===== src/rtl/avr_uart_tx_responder.sv =====
// AVR data-bus UART transmitter: 4-byte register window, TX FIFO, 8N1 serialiser.
// Ports: clock/reset, address/o_data/we (core bus), i_data/sel (registered read), tx; irq with UART_TX_IRQ_EN.
module avr_uart_tx_responder #(
  parameter logic [15:0] BASE       = 16'h0040,
  parameter int          FIFO_DEPTH = 4,
  parameter logic [15:0] BAUD_RESET = 16'd216
) (
  input  logic        clock,
  input  logic        reset,
  input  logic [15:0] address,
  input  logic [7:0]  o_data,
  input  logic        we,
  output logic [7:0]  i_data,
  output logic        sel,
  output logic        tx
`ifdef UART_TX_IRQ_EN
  ,
  output logic        irq
`endif
);

  localparam int AW = $clog2(FIFO_DEPTH);
  localparam logic [AW:0] PTR_MSB = {1'b1, {AW{1'b0}}};

  typedef enum logic [1:0] {
    S_IDLE, S_START, S_DATA, S_STOP
  } state_t;

  state_t      state, state_n;
  logic [15:0] div;
  logic [15:0] cnt, cnt_n;
  logic [2:0]  idx, idx_n;
  logic [7:0]  sh, sh_n;
  logic        tx_n;
  logic        pop;

  logic [7:0]  mem [FIFO_DEPTH];
  logic [AW:0] wr_ptr, rd_ptr;
  logic        empty, full, push, drop;

  logic        ovf, ie, busy;
  logic [15:0] off;
  logic        in_win;
  logic        wr_dat, wr_sta, wr_blo, wr_bhi, rd_sta;
  logic [7:0]  rd_val;

  assign off    = address - BASE;
  assign in_win = (off[15:2] == 14'd0);
  assign wr_dat = we & in_win & (off[1:0] == 2'd0);
  assign wr_sta = we & in_win & (off[1:0] == 2'd1);
  assign wr_blo = we & in_win & (off[1:0] == 2'd2);
  assign wr_bhi = we & in_win & (off[1:0] == 2'd3);
  assign rd_sta = ~we & in_win & (off[1:0] == 2'd1);

  assign empty = (wr_ptr == rd_ptr);
  assign full  = ((wr_ptr ^ rd_ptr) == PTR_MSB);
  // A pop on the same edge frees a slot, so a full FIFO still accepts.
  assign push  = wr_dat & (~full | pop);
  assign drop  = wr_dat & full & ~pop;
  assign busy  = (state != S_IDLE);

  always_comb begin
    rd_val = 8'h00;
    unique case (off[1:0])
      2'd1:    rd_val = {3'b000, ie, ovf, empty, full, busy};
      2'd2:    rd_val = div[7:0];
      2'd3:    rd_val = div[15:8];
      default: rd_val = 8'h00;
    endcase
  end

  always_comb begin
    state_n = state;
    cnt_n   = cnt;
    idx_n   = idx;
    sh_n    = sh;
    pop     = 1'b0;
    unique case (state)
      S_IDLE: begin
        if (!empty) begin
          pop     = 1'b1;
          sh_n    = mem[rd_ptr[AW-1:0]];
          cnt_n   = div;
          state_n = S_START;
        end
      end
      S_START: begin
        if (cnt == 16'd0) begin
          cnt_n   = div;
          idx_n   = 3'd0;
          state_n = S_DATA;
        end else begin
          cnt_n = cnt - 16'd1;
        end
      end
      S_DATA: begin
        if (cnt == 16'd0) begin
          cnt_n = div;
          sh_n  = {1'b1, sh[7:1]};
          idx_n = idx + 3'd1;
          if (idx == 3'd7) state_n = S_STOP;
        end else begin
          cnt_n = cnt - 16'd1;
        end
      end
      S_STOP: begin
        if (cnt == 16'd0) state_n = S_IDLE;
        else cnt_n = cnt - 16'd1;
      end
      default: state_n = S_IDLE;
    endcase
    // tx is registered from the next state so it never glitches.
    tx_n = 1'b1;
    if (state_n == S_START) tx_n = 1'b0;
    else if (state_n == S_DATA) tx_n = sh_n[0];
  end

  always_ff @(posedge clock or posedge reset) begin
    if (reset) begin
      state  <= S_IDLE;
      cnt    <= 16'd0;
      idx    <= 3'd0;
      sh     <= 8'h00;
      tx     <= 1'b1;
      wr_ptr <= '0;
      rd_ptr <= '0;
      div    <= BAUD_RESET;
      ovf    <= 1'b0;
      i_data <= 8'h00;
      sel    <= 1'b0;
    end else begin
      state  <= state_n;
      cnt    <= cnt_n;
      idx    <= idx_n;
      sh     <= sh_n;
      tx     <= tx_n;
      if (push) wr_ptr <= wr_ptr + 1'b1;
      if (pop)  rd_ptr <= rd_ptr + 1'b1;
      if (wr_blo) div[7:0]  <= o_data;
      if (wr_bhi) div[15:8] <= o_data;
      if (drop) ovf <= 1'b1;
      else if (rd_sta) ovf <= 1'b0;
      i_data <= in_win ? rd_val : 8'h00;
      sel    <= in_win;
    end
  end

  always_ff @(posedge clock) begin
    if (push) mem[wr_ptr[AW-1:0]] <= o_data;
  end

`ifdef UART_TX_IRQ_EN
  always_ff @(posedge clock or posedge reset) begin
    if (reset) begin
      ie  <= 1'b0;
      irq <= 1'b0;
    end else begin
      if (wr_sta) ie <= o_data[4];
      irq <= ie & empty & ~busy;
    end
  end
`else
  logic unused_sta;
  assign ie         = 1'b0;
  assign unused_sta = wr_sta;
`endif

endmodule


===== config.mk =====
export PLATFORM = sky130hd
export DESIGN_NAME = avr_uart_tx_responder
export DESIGN_NICKNAME = d
export VERILOG_FILES = /design/src/rtl/avr_uart_tx_responder.sv
export SDC_FILE = /design/constraint.sdc
export NUM_CORES = 1
export LEC_CHECK = 0
export BUFFER_PORTS_ARGS = -buffer_cell sky130_fd_sc_hd__buf_4
export CORE_ASPECT_RATIO = 0.7
export CORE_MARGIN = 2
export CORE_UTILIZATION = 57
export CTS_BUF_LIST = sky130_fd_sc_hd__clkbuf_8
export CTS_CLUSTER_SIZE = 14
export DETAILED_ROUTE_END_ITERATION = 6
export PLACE_DENSITY = 0.76
export SYNTH_ARGS = -nofsm -noshare
export SYNTH_HDL_FRONTEND = slang
export SYNTH_SLANG_ARGS = --single-unit

===== constraint.sdc =====
create_clock -name clock -period 4.1 [get_ports clock]
set_input_delay 0.205 -clock clock [delete_from_list [all_inputs] [get_ports clock]]
set_output_delay 0.205 -clock clock [all_outputs]
set_load 0.05 [all_outputs]

Yosys cells after proc, flatten, opt, wreduce, memory -nomap -nowiden. Memories as Yosys holds them, arrays and structs flattened. Index checks and enable logic that the tools add are counted.

Flip-flop bits (word level): 62. Memory bits (writable): 32. Output and inout bits: 10. Logic and storage cells: 86. Memories kept: 1.

$add $sub $neg: 5. Equal/unequal tests: 15. Muxes and demuxes: 26. Bitwise logic cells: 14. Reduce and logical (&&, ||, !) cells: 12.

Memory list: mem (words 4, bits a word 8, read ports 1, clocked after Yosys merged registers in 0, wr ports 1, line 37) `logic [7:0] mem [FIFO_DEPTH];`.

Operator list (count): 16-bit two-way mux (3); 16-bit case mux with 3 select lines (1); 8-bit two-way mux (3); 8-bit case mux with 3 select lines (1); 16-bit logical NOT (1); 8-bit case mux with 2 select lines (1); 16-bit by 1-bit subtractor with 16-bit output (second input constant) (1); 16-bit by 7-bit subtractor with 16-bit output (second input constant) (1); 14-bit logical NOT (1); 2-bit == test (second input constant) (5); 2-bit two-way mux (5); 3-bit by 1-bit adder with 3-bit output (second input constant) (3); 1-bit bitwise AND (9); 1-bit two-way mux (8); 2-bit != test (second input constant) (4); 2-bit case mux with 4 select lines (1); 2-bit nonzero test (4); 2-bit by 1-bit == test with 1-bit output (second input constant) (3); 3-bit == test (second input constant) (2); 3-bit two-way mux (2); 3-bit case mux with 2 select lines (1); 3-bit AND reduction (2); 2-bit logical NOT (2); 3-bit == test (1); 5 further kinds (7).

Depth between registers and ports, before layout.
Depth in word-level cells: 7. Mapped depth: 10. Depth with buffers taken out: 8.

Worst setup path before layout. No wires, ideal clock.

Path type: register to register. Start point: register state[0]. End point: memory mem[0][0] (enable). Library setup time: 0.332 ns. Arrival time: 1.765 ns. Path slack: 2.003 ns. Cell stages (with the launch flop): 7. Buffers on the path: 1. Path through: dfrtp_1 -> inv_1 -> ha_1 -> clkbuf_1 -> inv_1 -> a2111oi_4 -> and2_1.

Cells in the longest elaborated chain, start to end: 6.

Ends and longest elaborated chain: from (decl) (line 29) `state_t state, state_n;`; from (signal assigned) (line 132) `state <= state_n;`; 2-bit logical NOT (line 78) `unique case (state)`; 1-bit two-way mux (line 78); 1-bit bitwise OR (line 58) `assign push = wr_dat & (~full | pop);`; 1-bit bitwise AND (line 58); 1-bit two-way mux (line 149) `if (push) mem[wr_ptr[AW-1:0]] <= o_data;`; 1-bit two-way mux (implied by the code) (line 149); to (decl) (line 37).

Every way passes these cells.

Worst setup path in the final report.
Start point: register cnt[12]. End point: register cnt[14].

Cells in the longest elaborated chain, start to end: 3. Elaborated cells on any way between the ends: 7. Classes of those cells: 1 x add/sub; 1 x eq/ne; 3 x mux; 2 x reduce/logical.

Ends and longest elaborated chain: from (decl) (line 31) `logic [15:0] cnt, cnt_n;`; from (signal assigned) (line 133) `cnt <= cnt_n;`; 16-bit by 1-bit subtractor with 16-bit output or 16-bit logical NOT (tied branches); 16-bit two-way mux (tied with other cells) (line 107) `if (cnt == 16'd0) state_n = S_IDLE;`; 16-bit case mux with 3 select lines or 2-bit AND reduction (tied branches).

Parallel ways exist; a longest one is shown, timed or not. The select of a mux whose other input is x is not followed. A chain may end at the register's enable or synchronous reset.

==> impl_metrics.env <==
export IMPL_final_setup_viol_count=0
export IMPL_min_from="o_data[3]"
export IMPL_crit_path_end_kind="register"
export IMPL_tns_ps=0
export IMPL_syn_inst=360
export IMPL_met3_usage_pct=6.10
export IMPL_cts_num_sinks=94
export IMPL_rr_worst_depth=6
export IMPL_route_antenna_remaining_nets=0
export IMPL_gp_congestion=0.930
export IMPL_worst_pin_slew_ps=1040
export IMPL_holdWs_ps=54.6
export IMPL_grt_overflow_total=0
export IMPL_ctsResizeCount=0
export IMPL_grt_busiest_layer="met2"
export IMPL_ctsHoldBuffers=0
export IMPL_clockBufferDepth=2
export IMPL_dpl_hpwl_mm=6.66
export IMPL_maxCapViolCount=0
export IMPL_r2r_start="cnt[12]$_DFFE_PP0P_"
export IMPL_grt_start_max_net_pins=63
export IMPL_hold_path_class="in2reg"
export IMPL_wirelength_mm=9.31
export IMPL_area_growth_pct=12.4
export IMPL_crit_fanout=32
export IMPL_vias_per_cell=6.06
export IMPL_status="complete, no violations"
export IMPL_p_leak_nw=2.12
export IMPL_grt_pass1_wl_mm=15.6
export IMPL_rsz0062_at_grt="no"
export IMPL_initial_core_util_pct=58.3
export IMPL_grtUsageMet2_pct=35.7
export IMPL_hold_path_end="mem[3][3]$_DFFE_PP_"
export IMPL_r2r_end="cnt[14]$_DFFE_PP0P_"
export IMPL_die_w_um=111
export IMPL_worst_setup_path_type="reg2reg"
export IMPL_power_density_nw_per_um2=651
export IMPL_synth_nets=400
export IMPL_ff2ff_setup_slack_ps=1430
export IMPL_core_sq_um=7770
export IMPL_fin_cells=503
export IMPL_yosysUniqueCellTypes=60
export IMPL_min_path_cells=1
export IMPL_firstDrtPassIters=6
export IMPL_max_freq_mhz=375
export IMPL_synth_seq_cells=94
export IMPL_dieHeight_um=78.6
export IMPL_portBuffers=36
export IMPL_remaining_drc_errors=0
export IMPL_place_area_sq_um=4870
export IMPL_max_vdd_ir_drop_uv=415
export IMPL_avgSynthCellArea_sq_um=12.6
export IMPL_yosys_warnings=0
export IMPL_hold_viol_final=0
export IMPL_gr_usage_all_layers_pct=23.4
export IMPL_vias=3048
export IMPL_htreeDepth=3
export IMPL_post_drt_wl_per_cell_um=18.5
export IMPL_period_needed_ps=2670
export IMPL_startpoint_type="register"
export IMPL_die_area_sq_um=8680
export IMPL_synth_cell_area_sq_um=4530
export IMPL_clk_pin_slew_ps=100
export IMPL_clk_latency_ps=370
export IMPL_antenna_found_initial=0
export IMPL_postLayoutCellArea_sq_um=5090
export IMPL_dp_cells=487
export IMPL_nets=437
export IMPL_cts_tree="done"
export IMPL_multi_input_area_sq_um=1880
export IMPL_drv_slew=0
export IMPL_max_slew_margin_rel_pct=30.4
export IMPL_antenna_cells_inserted=0
export IMPL_fin_crit_sh_pct=65.0
export IMPL_rows=27
export IMPL_cts_buffers=9
export IMPL_fin_util_pct=65.5
export IMPL_grt_use_met1_pct=33.2
export IMPL_clock_skew_ps=13.8
export IMPL_nFillCells=587
export IMPL_grt_pass1_vias=2926
export IMPL_drive_above_1_share_pct=26.9
export IMPL_cts_setup_buffers=0
export IMPL_synth_yosys_seq_area_share_pct=55.6
export IMPL_crit_required_ps=4400
export IMPL_clock_root_buffer="clkbuf_8"
export IMPL_cp_data_arrival_time_ps=2970
export IMPL_io_pins=37
export IMPL_seqCellArea_sq_um=2520
export IMPL_drt_iter0_markers=312
how the worst max path moves through the flow:
| stage | start | to | slack (ps) | cells past startpoint |
|---|---|---|---|---|
| 2_1_floorplan | state[0]$_DFF_PP0_ | mem[0][0]$_DFFE_PP_ | 2000 | 6 |
| 3_3_place_gp | cnt[12]$_DFFE_PP0P_ | cnt[14]$_DFFE_PP0P_ | 1660 | 6 |
| 3_5_place_dp | cnt[12]$_DFFE_PP0P_ | cnt[14]$_DFFE_PP0P_ | 1490 | 6 |
| 4_1_cts | cnt[12]$_DFFE_PP0P_ | cnt[14]$_DFFE_PP0P_ | 1470 | 6 |
| 5_1_grt | cnt[12]$_DFFE_PP0P_ | cnt[14]$_DFFE_PP0P_ | 1120 | 6 |
| 6_report | cnt[12]$_DFFE_PP0P_ | cnt[14]$_DFFE_PP0P_ | 1430 | 6 |
critical path, stage by stage, from the launching register on:
cell and delay (ps):
dfrtp_1 440, nor3_1 570, nand3_2 190, nor2_1 270
a21o_1 750, o21ai_0 240, o21ai_1 120
area by class of cell:
type | instances | area share, %
clock buffers | 9 | 2.43
clock inverters | 7 | 1.89
inverters | 11 | 0.910
multi-input cells | 241 | 36.9
flip-flops and latches | 94 | 49.5
well taps | 101 | 2.48
repair buffers | 40 | 5.90
layer usage:
metal	up-vias	share of wire (%)
li1	1424	-
met1	1491	46
met4	0	1.5
met2	111	46
met3	22	6.6
met5	-	0
placed cells by master, fill, tap and decap left out, types with 2 or more instances in the layout:
cell type and count:
nand2_1 17, nor3b_1 2, o21ai_1 27, a22oi_1 14, buf_4 40, bufinv_16 2, xnor2_1 5, o21ai_0 13
a22o_1 2, nand2_2 2, a21oi_1 19, edfxtp_1 32, nor4_4 3, nor3_1 9, mux2i_1 5, mux4_2 8
dfrtp_1 57, inv_1 9, clkinv_4 2, ha_1 13, and3_1 2, a32oi_1 5, a31oi_1 2, nor2_1 32
o31ai_2 2, clkbuf_8 9, nor4_1 2, nand4_1 2, dfstp_2 5, clkinv_1 2, mux2_2 22, and2_1 4
xor2_1 4
metrics by stage:
| step | total power [mW] | worst slack (ps) |
|---|---|---|
| after floorplan | 2.35 | 2000 |
| after global placement | 2.59 | 1660 |
| after detailed placement | 2.63 | 1490 |
| after CTS | 3.31 | 1470 |
| after global routing | 3.55 | 1120 |
| final | 3.32 | 1430 |
state kept, by name, indices dropped and copies added (netlist names):
signal,flops
tx,1
sh,8
wr_ptr,3
cnt,16
sel,1
mem,32
idx,3
state,2
rd_ptr,3
ovf,1
i_data,8
div,16
synth_stat cells, drive strengths merged:
cell,number,area [sq um]
a21boi,1,11.3
o211ai,1,7.51
mux2i,5,50.1
nand4,3,33.8
xnor2,5,43.8
nand3,2,15.0
a2111oi,1,27.5
o311ai,1,8.76
a211oi,1,7.51
o31a,1,8.76
nor2b,1,6.26
a21oi,19,95.1
a32oi,5,43.8
a221oi,1,8.76
a211o,1,8.76
nor2,32,120
nor3b,3,33.8
nand4b,1,8.76
o31ai,3,32.5
nand2,19,76.3
nor4,5,76.3
dfstp,5,131
a21o,2,16.3
mux4,8,180
edfxtp,32,961
a311o,1,10.0
a22oi,14,105
dfrtp,57,1430
nand2b,1,6.26
clkbuf,4,16.3
o21ai,40,200
buf,10,68.8
inv,10,37.5
mux2,22,248
ha,13,163
and3,2,12.5
and2,5,33.8
a41oi,1,8.76
nor3,10,55.1
a22o,2,17.5
a31oi,2,12.5
nor4b,1,23.8
clkinv,1,8.76
and4b,1,10.0
xor2,5,51.3
kinds of logic after synthesis:
kind of cell    Yosys count  synth area share (%)
compound gates           97                  13.9
flops                    94                  55.6
simple gates             86                  11.3
mux                      35                  10.6
buf+inv                  25                  2.90
fa+ha+maj                13                  3.59
xor+xnor                 10                  2.10
power breakdown:
part	internal, mW	total [mW]	leakage, nW	switching (mW)
combinational	0.535	1.41	0.914	0.877
sequential	1.11	1.23	1.10	0.121
clock	0.347	0.676	0.111	0.329
total	1.99	3.32	2.12	1.33
Power figures use the tool's default switching activity.
